`config.mk`:
```
export PLATFORM = sky130hd
export DESIGN_NAME = lab6_fir_seq
export DESIGN_NICKNAME = d
export VERILOG_FILES = /design/src/rtl/lab6_fir_seq.sv
export SDC_FILE = /design/constraint.sdc
export NUM_CORES = 1
export LEC_CHECK = 0
export CORE_MARGIN = 10
export CORE_UTILIZATION = 50
export DETAILED_ROUTE_END_ITERATION = 7
export HOLD_SLACK_MARGIN = 0.03
export PLACE_DENSITY = 0.7
export SLEW_MARGIN = 20
export SYNTH_ARGS = -nofsm -noshare
export SYNTH_HDL_FRONTEND = slang
export SYNTH_SLANG_ARGS = --single-unit
```
`constraint.sdc`:
```
create_clock -name clk -period 6.35 [get_ports clk]
set_clock_uncertainty 0.2 [all_clocks]
set_input_delay 1.27 -clock clk [delete_from_list [all_inputs] [get_ports clk]]
set_output_delay 1.27 -clock clk [all_outputs]
set_load 0.01 [all_outputs]
```
`src/rtl/lab6_fir_seq.sv`:
```
// Time-multiplexed FIR: one shared signed multiplier, one MAC per clock, NTAPS taps.
// Optional build macro LAB6_FIR_ROUND_EN selects round-half-up instead of truncation.
module lab6_fir_seq #(
    parameter int DW    = 10,
    parameter int CW    = 12,
    parameter int NTAPS = 3
) (
    input  logic                 clk,
    input  logic                 reset,
    input  logic                 irdy,
    input  logic signed [DW-1:0] din,
    input  logic                 coef_we,
    input  logic [3:0]           coef_addr,
    input  logic signed [CW-1:0] coef_data,
    output logic signed [DW-1:0] dout,
    output logic                 ordy,
    output logic                 busy,
    output logic                 ovf
);

    localparam int IW = $clog2(NTAPS);
    localparam int PW = DW + CW;
    localparam int AW = PW + IW;

    localparam logic [1:0] S_IDLE = 2'd0;
    localparam logic [1:0] S_MAC  = 2'd1;
    localparam logic [1:0] S_OUT  = 2'd2;

    localparam logic [IW-1:0] LAST_IDX = IW'(NTAPS - 1);
    localparam logic [4:0]    NTAPS_L  = 5'(NTAPS);

    localparam logic signed [AW-1:0] SAT_MAX = $signed({{(AW-DW+1){1'b0}}, {(DW-1){1'b1}}});
    localparam logic signed [AW-1:0] SAT_MIN = $signed({{(AW-DW+1){1'b1}}, {(DW-1){1'b0}}});
    localparam logic signed [AW-1:0] RND     = $signed({{(AW-CW+1){1'b0}}, 1'b1, {(CW-2){1'b0}}});

    logic [1:0]           r_state;
    logic [IW-1:0]        r_idx;
    logic signed [DW-1:0] r_x [NTAPS];
    logic signed [CW-1:0] r_c [NTAPS];
    logic signed [AW-1:0] r_acc;
    logic signed [DW-1:0] r_dout;
    logic                 r_ordy;
    logic                 r_ovf;

    logic signed [DW-1:0] w_xs;
    logic signed [CW-1:0] w_cs;
    logic signed [PW-1:0] w_prod;
    logic signed [AW-1:0] w_prod_ext;
    logic                 w_addr_ok;

    // Scale the Q1.(CW-1) accumulator back to sample units and clamp to DW bits.
    function automatic logic signed [DW-1:0] sat_shift(input logic signed [AW-1:0] acc);
        logic signed [AW-1:0] v;
`ifdef LAB6_FIR_ROUND_EN
        v = (acc + RND) >>> (CW - 1);
`else
        v = acc >>> (CW - 1);
`endif
        if (v > SAT_MAX)
            sat_shift = SAT_MAX[DW-1:0];
        else if (v < SAT_MIN)
            sat_shift = SAT_MIN[DW-1:0];
        else
            sat_shift = v[DW-1:0];
    endfunction

    assign w_xs       = r_x[r_idx];
    assign w_cs       = r_c[r_idx];
    assign w_prod     = $signed({{CW{w_xs[DW-1]}}, w_xs}) * $signed({{DW{w_cs[CW-1]}}, w_cs});
    assign w_prod_ext = $signed({{IW{w_prod[PW-1]}}, w_prod});
    assign w_addr_ok  = ({1'b0, coef_addr} < NTAPS_L);

    always_ff @(posedge clk or posedge reset) begin
        if (reset) begin
            r_state <= S_IDLE;
            r_idx   <= '0;
            r_acc   <= '0;
            r_dout  <= '0;
            r_ordy  <= 1'b0;
            r_ovf   <= 1'b0;
            for (int i = 0; i < NTAPS; i++) begin
                r_x[i] <= '0;
                r_c[i] <= '0;
            end
        end else begin
            case (r_state)
                S_IDLE: begin
                    // A same-edge coefficient write is visible to this sample: MAC starts reading next edge.
                    if (coef_we && w_addr_ok)
                        r_c[coef_addr[IW-1:0]] <= coef_data;
                    if (irdy) begin
                        r_x[0] <= din;
                        for (int i = 1; i < NTAPS; i++)
                            r_x[i] <= r_x[i-1];
                        r_acc   <= '0;
                        r_idx   <= '0;
                        r_ordy  <= 1'b0;
                        r_state <= S_MAC;
                    end
                end
                S_MAC: begin
                    r_acc <= r_acc + w_prod_ext;
                    if (r_idx == LAST_IDX) begin
                        r_idx   <= '0;
                        r_state <= S_OUT;
                    end else begin
                        r_idx <= r_idx + 1'b1;
                    end
                    if (irdy)
                        r_ovf <= 1'b1;
                end
                S_OUT: begin
                    r_dout  <= sat_shift(r_acc);
                    r_ordy  <= 1'b1;
                    r_state <= S_IDLE;
                    if (irdy)
                        r_ovf <= 1'b1;
                end
                default: r_state <= S_IDLE;
            endcase
        end
    end

    assign dout = r_dout;
    assign ordy = r_ordy;
    assign ovf  = r_ovf;
    assign busy = (r_state != S_IDLE);

endmodule

```
Yosys cells after proc, flatten, opt, wreduce, memory -nomap -nowiden
Cells that the tools add are included.
{"block": "word_totals", "ff_bits": 106, "in_bits": 30, "out_inout_bits": 13}
{"block": "op_classes", "n_addsub": 2, "multipliers": 1, "n_lt_le_gt_ge": 6, "n_eq_ne": 5, "muxes": 21, "n_bitwise": 2, "reduce_logical": 13}
{"operator": "24-bit case mux with 2 select lines", "n": 1}
{"operator": "10-bit 2-to-1 mux", "n": 4}
{"operator": "36-bit bitwise mux", "n": 1}
{"operator": "12-bit 2-to-1 mux", "n": 3}
{"operator": "24-bit by 22-bit adder with 24-bit output", "n": 1}
{"operator": "12-bit binary-select mux with 2-bit select", "n": 1}
{"operator": "12-bit demux with 2-bit select", "n": 1}
{"operator": "24-bit 2-to-1 mux", "n": 1}
{"operator": "10-bit by 12-bit multiplier with 22-bit output", "n": 1}
{"operator": "10-bit binary-select mux with 2-bit select", "n": 1}
{"operator": "13-bit by 10-bit greater-than comparator with 1-bit output (second input constant)", "n": 1}
{"operator": "13-bit by 10-bit < comparator with 1-bit output (second input constant)", "n": 1}
{"operator": "2-bit AND reduction", "n": 6}
{"operator": "2-bit 2-to-1 mux", "n": 4}
{"operator": "2-bit case mux with 2 select lines", "n": 2}
{"operator": "3-bit >= comparator (second input constant)", "n": 2}
{"operator": "2-bit inverter with 3-bit output", "n": 2}
{"operator": "2-bit nonzero test", "n": 3}
{"operator": "2-bit == test (second input constant)", "n": 2}
{"operator": "4-bit by 2-bit < comparator with 1-bit output (second input constant)", "n": 1}
{"operator": "2-bit != test (second input constant)", "n": 2}
{"operator": "3-bit by 1-bit < comparator with 1-bit output (second input constant)", "n": 1}
{"operator": "2-bit by 1-bit adder with 2-bit output (second input constant)", "n": 1}
{"operator": "2-bit by 1-bit == test with 1-bit output (second input constant)", "n": 1}
{"operator": "5 further kinds", "n": 6}

Logic depth before layout (Yosys ltp)
{"block": "depth", "word_depth": 7, "depth_mapped": 27, "mapped_depth_nobuf": 22}

Least setup slack after synthesis
Ideal clock, no wire load.
{"block": "synth_path", "path_type": "register -> register", "startpoint": "register r_idx[1]", "endpoint": "register r_acc[14]", "setup_time_ns": 0.122, "arrival_time_ns": 6.039, "path_slack_ns": -0.011, "path_stages_with_launch": 24, "path_buffers": 4, "period_less_slack_ns": 6.361, "path_cell_list": "dfrtp_1 clkbuf_1 nor2b_1 clkbuf_1 clkbuf_1 nand2_1 o21ai_0 clkbuf_1 nand2_1 fa_1 fa_1 fa_1 inv_1 fa_1 inv_1 fa_1 inv_1 ha_1 and4b_4 o41ai_2 a21oi_2 o21a_1 or3_1 a32o_1"}
{"block": "synth_via", "elab_chain_len": 7}
{"element": "from (decl)", "line": "37", "source": "logic [IW-1:0] r_idx;"}
{"element": "from (signal assigned)", "line": "107", "source": "r_idx <= r_idx + 1'b1;"}
{"element": "2-bit inverter with 3-bit output (implied by the code) *", "line": "67, 68"}
{"element": "10-bit binary-select mux with 2-bit select or 12-bit binary-select mux with 2-bit select (tied branches)", "line": "67, 68"}
{"element": "10-bit 2-to-1 mux (implied by the code) or 12-bit 2-to-1 mux (tied branches) (2 in a row)", "line": "67, 68"}
{"element": "10-bit by 12-bit multiplier with 22-bit output *", "line": "69", "source": "assign w_prod = $signed({{CW{w_xs[DW-1]}}, w_xs}) * $signed({{DW{w_cs[CW-1]}}, w_cs});"}
{"element": "24-bit by 22-bit adder with 24-bit output *", "line": "102", "source": "r_acc <= r_acc + w_prod_ext;"}
{"element": "24-bit case mux with 2 select lines *", "line": "86", "source": "case (r_state)"}
{"element": "to (signal assigned)", "line": "102"}
{"element": "to (decl)", "line": "40", "source": "logic signed [AW-1:0] r_acc;"}
Every way passes the cells marked *; elsewhere a longest branch is shown, timed or not. The select of a mux whose other input is x is not followed.
A chain may end at the register's enable or synchronous reset.

Worst setup path after layout
{"block": "layout_path", "startpoint": "register r_idx[0]", "endpoint": "register r_acc[18]"}
The elaborated chain is that of the path after synthesis.

==> metrics.txt <==
hold buffers post-CTS=0; Synth top area share=26.9%; sequential-to-total area share from yosys stat=26.2%; Worst Hold Class=reg -> reg; Max Freq=161 MHz; most common cell in the netlist=inv_1; DP Worst Slack=-0.0803 ns; actual slew at the worst max-slew pin=1.08 ns; main flop type after synthesis=dfrtp_1; GPL Wtd Cong=~0.9; RSZ-0062 raised after global routing=true; Placed Cells=1339; cts bufs inserted=9; maxcap violations=0; drt first pass iters=5; # IOs=43; non-filler cells, final=1378; Final Net Count=roughly 1300; Synth-to-Final Area Change=16.8%; Crit path arrival time=6.24 ns; Yosys cell types=between 50 and 60; DR iter-0 viols=549; latest clock arrival within the worst-skew pair=0.37 ns; most area-consuming cells after synthesis=fa_1 (27%), dfrtp_1 (26%), ha_1 (8.0%); Synth Warn #=0; clk slew on worst S/H paths=0.08 ns; ys async rst share=100%; diodes inserted=0; DRC errors left=0; clk buf depth=2; CP Launch Type=flop; Initial Util=about 50%; setup violators final=0; area leader, netlist=fa_1; max-slew violations=0; vias in the first global route=7565; Post-Syn Nets=~1300; I/O Buffers=between 40 and 50; top post-synthesis cells by count=inv_1 (209), fa_1 (136), nand2_1 (112), dfrtp_1 (106), nor2_1 (72); Max-slew headroom=between 20% and 30%; CTS sink count=106; Yosys reg bits=between 100 and 150; total gr overflow=0; post-DR vias/cell=5.33; Req. time, crit path=6.37 ns; first-pass GRT wire length=a little under 40 mm; Root Driver=clkbuf_16; Crit. End Element=flop; initial antenna violation count=0; Post-synth EDFFs=0; Synth Cell Area=0.0101 mm^2; die width=about 160 um; final worst-path cycle share=97.9%; H-tree levels=3; gr usage total=between 10% and 20%; CP Max Fanout=6; Design Area, Final=0.0118 mm^2; setup ws final=0.131 ns; DIE HEIGHT=162 um; final wirelength=24.3 mm; critical path type=reg -> reg; cells after synthesis=1022; share of cells above drive strength 1=17.8%; Rows=~50; syn_area_per_cell=between 9 and 10 um^2; largest net degree at the start of global routing=65; TritonCTS clock tree=built; post-route ant nets=0; run status=finished clean; Post-DP Area=0.0111 mm^2; Final Hold Viols=0; Vias=7348; hold_ws=0.262 ns; core region area=0.0197 mm^2; wire length per cell=17.6 um; die area=0.0263 mm^2; fin crit period=around 6.2 ns; hpwl dp=18.1 mm
## routing by layer
layer	wire, um	GRT usage, %
met1	10100	24.1
met2	12200	30.3
met3	1510	3.06
met4	456	5.21
met5	0	0
## state kept, by name (all words and copies together) (netlist names)
register / flops
r_state: 2
dout: 10
r_c: 36
ovf: 1
ordy: 1
r_idx: 2
r_acc: 24
r_x: 30
## cells by family after synthesis
| family | after synthesis | share of synthesized area [%] |
|---|---|---|
| muxes | 92 | 9.93 |
| xor gates and xnor gates | 20 | 1.73 |
| DFF | 106 | 26.2 |
| AOI/OAI and AO/OA | 128 | 8.09 |
| and+or+nand+nor | 231 | 9.85 |
| adders and majority gates | 201 | 35.0 |
| buffers and inverters | 244 | 9.23 |
## layout by cell type (no fill, tap or decap), types with 5 or more instances in the layout
cell / n
mux2i_1: 21
xor2_1: 6
buf_4: 50
fa_1: 135
clkbuf_16: 11
o21a_1: 11
a22o_1: 5
o21ai_1: 11
a21oi_1: 25
inv_1: 207
xnor2_1: 14
nor2b_1: 8
o21ai_0: 18
buf_6: 8
dfrtp_1: 105
nand2_1: 112
nor2_1: 71
and2_1: 6
clkdlybuf4s50_1: 42
ha_1: 62
o21ai_2: 11
mux2_2: 67
o22ai_1: 11
nand2b_1: 8
a21oi_2: 8
## per-stage QoR
step | TNS, ns | utilization, %
global route | -0.484 | 60.1
global placement | 0 | 56.6
finish | 0 | 60.1
floorplan | 0 | -
CTS | 0 | 58.1
detailed placement | -0.118 | 56.6
## path summary, 6_finish.rpt
check	end	cells past startpoint	start	slack (ns)
min	ovf	1	ovf	0.26
max in group asynchronous	r_c[15]	3	reset	3.65
min in group asynchronous	r_x[29]	2	reset	1.23
max reg2reg	r_acc[18]	23	r_idx[0]	0.13
max	r_acc[18]	23	r_idx[0]	0.13
min reg2reg	ovf	1	ovf	0.26
## area by class of cell
| class | count | area (um^2) |
|---|---|---|
| Timing Repair Buffer | 110 | 1040 |
| Clock buffer | 10 | 239 |
| Multi-Input combinational cell | 672 | 6710 |
| Fill cell | 1710 | 7840 |
| Tap cell | 265 | 332 |
| Sequential cell | 106 | 2650 |
| Inverter | 209 | 787 |
| Clock inverter | 6 | 56.3 |
## worst max-delay path: stages (launching register included)
cell,delay [ns]
dfrtp_2,0.52
clkbuf_16,0.21
buf_4,0.13
mux2i_2,0.15
o21ai_2,0.23
buf_6,0.15
buf_6,0.11
nand2_1,0.07
fa_1,0.54
inv_1,0.05
fa_1,0.59
fa_1,0.44
fa_1,0.50
inv_1,0.06
fa_1,0.54
inv_1,0.04
ha_1,0.36
a21oi_1,0.19
o21ai_1,0.11
a21oi_2,0.19
nor2b_1,0.08
a311oi_2,0.34
xor2_1,0.20
o21ai_1,0.07
## what timing repair did
| item | 4_1_cts | 5_1_grt |
|---|---|---|
| cloned | 0 | 6 |
| resized for setup | 2 | 57 |
| setup endpoints to repair | 4 | 10 |
| buffers inserted | 0 | 17 |
| pin swaps | 0 | 16 |
Power is not shown: default switching activity piles up to over one toggle a cycle in this logic, so the estimate is an artifact.
==> patch, RTL diff (same flow settings) <==
Set the parameter `CW` to 18 (it was 12).
--- a/src/rtl/lab6_fir_seq.sv
+++ b/src/rtl/lab6_fir_seq.sv
@@ -2,7 +2,7 @@
 // Optional build macro LAB6_FIR_ROUND_EN selects round-half-up instead of truncation.
 module lab6_fir_seq #(
     parameter int DW    = 10,
-    parameter int CW    = 12,
+    parameter int CW    = 18,
     parameter int NTAPS = 3
 ) (
     input  logic                 clk,
Interface: changed (resized coef_data); port bits go from 43 to 49. No check against the original RTL was run, so the function may have changed too.
==> patch against the original RTL <==
- first-iteration DRC count up 21%
- wire length up 33%
- sequential cell count up 24
- cell area up 30%
- critical path depth up 2
- synthesized area up 28%
- worst setup slack worse by 0.0087 ns
Power is left out: the tool's default activity adds up to more than one toggle a clock period on the data nets, which glitch-free logic cannot reach.
==> patch: results <==
group,metric,value,unit
cts,clk_pin_slew_worst_paths,0.07,ns
cts,numCtsBuffers,17,
final_layout,drive_gt1_frac,0.1951,
outcome,status,"finished, final reports clean",
cts,root_buffer,"clkbuf_16",
place,portBuffers,48,
yosys,synth_mux_area_frac,0.09646,
yosys,synthArstFlopShare,1.000,
routing,dr.max_layer_used,"met4",
routing,drt-total-wl,32150,um
routing,via_per_inst,5.427,
sta,worst_hold_slack,0.2661,ns
final_layout,reg_top3,"r_c: 54 flops, r_acc: 30 flops, r_x: 30 flops",
global_route,use_met3,0.03516,
global_route,grt_pass1_vias,9715,
yosys,synth.cells.most_frequent,"258 x inv_1, 190 x fa_1, 150 x nand2_1",
worst_setup_path,worstPathMaxFanout,8,
worst_setup_path,slowest_delay,0.51,ns
worst_setup_path,worstSetupEndpoint,"r_acc[29]",
yosys,synth-xor-area-share,0.02099,
routing,drt_iter0_markers,663,
yosys,yosysWarnings,0,
cts,clk_latency,0.44,ns
worst_hold_path,hold_depth,1,
global_route,grt_max_degree,105,
worst_setup_path,rr_startpoint,"r_idx[1]",
sta,slew_headroom,0.3244,
yosys,synth_fa_ha_area_frac,0.3686,
routing,wl_met1,12330,um
cts,ctsHoldBuffers,0,
worst_hold_path,hp-class,"register to register",
routing,wl_met2,16970,um
final_layout,fillers,2065,
place,dpl.hpwl,22220,um
yosys,yosysSeqAreaShare,0.2515,
yosys,synth-compound-area-share,0.07643,
global_route,grt_use_met2,0.3325,
cts,htree_levels,4,
global_route,grt_use_met1,0.2135,
global_route,grt.total_usage,0.1828,
yosys,synth_cell_types,56,
worst_setup_path,crit_family,"adder cells",
yosys,syn-num-nets,1589,
final_layout,fin_nets,1715,
routing,drtPass1Iterations,5,
routing,wl_met3,2053,um
yosys,synth.area.top_cells,"fa_1 29%, dfrtp_1 25%, inv_1 7.5%, ha_1 7.4%, mux2_2 7.4%",
global_route,grt_pass1_wl,48850,um
worst_setup_path,ff2ff_path_depth,25,
worst_setup_path,rrSetupSlack,0.12,ns
worst_setup_path,reg2reg_to,"r_acc[29]",
place,place_congestion,0.8870,
worst_setup_path,worstPathArrival,6.36,ns
cts,post-cts-setup-buffers,1,
cts,cts-resized-gates,2,
==> patch: cell count changes in the layout (fill, tap and decap cells not counted), sizes merged, moves of 16 or more <==
cell,unedited run,this run
dfrtp,106,130
inv,212,268
nor2b,10,26
buf,64,89
nand2,112,152
nor2,72,90
fa,136,190
mux2,67,85
==> patch: layout make-up <==
class,instances,area (sq um),share of cell area
Clock buffer,17,425.4,0.02759
Clock inverter,15,133.9,0.008684
Inverter,258,973.4,0.06314
Multi-Input combinational cell,862,8803,0.5710
Sequential cell,130,3254,0.2111
Tap cell,330,412.9,0.02678
Timing Repair Buffer,143,1414,0.09171
==> patch: per-stage QoR <==
stage	setup WS, ns	cells	setup TNS (ns)	cell area (sq um)
floorplan	0.0002958	1286	0	12940
global placement	0.09814	1674	0	14090
detailed placement	-0.02088	1674	-0.02088	14090
CTS	0.01177	1707	0	14660
global route	-0.1118	1755	-0.4921	15420
finish	0.1227	1755	0	15420
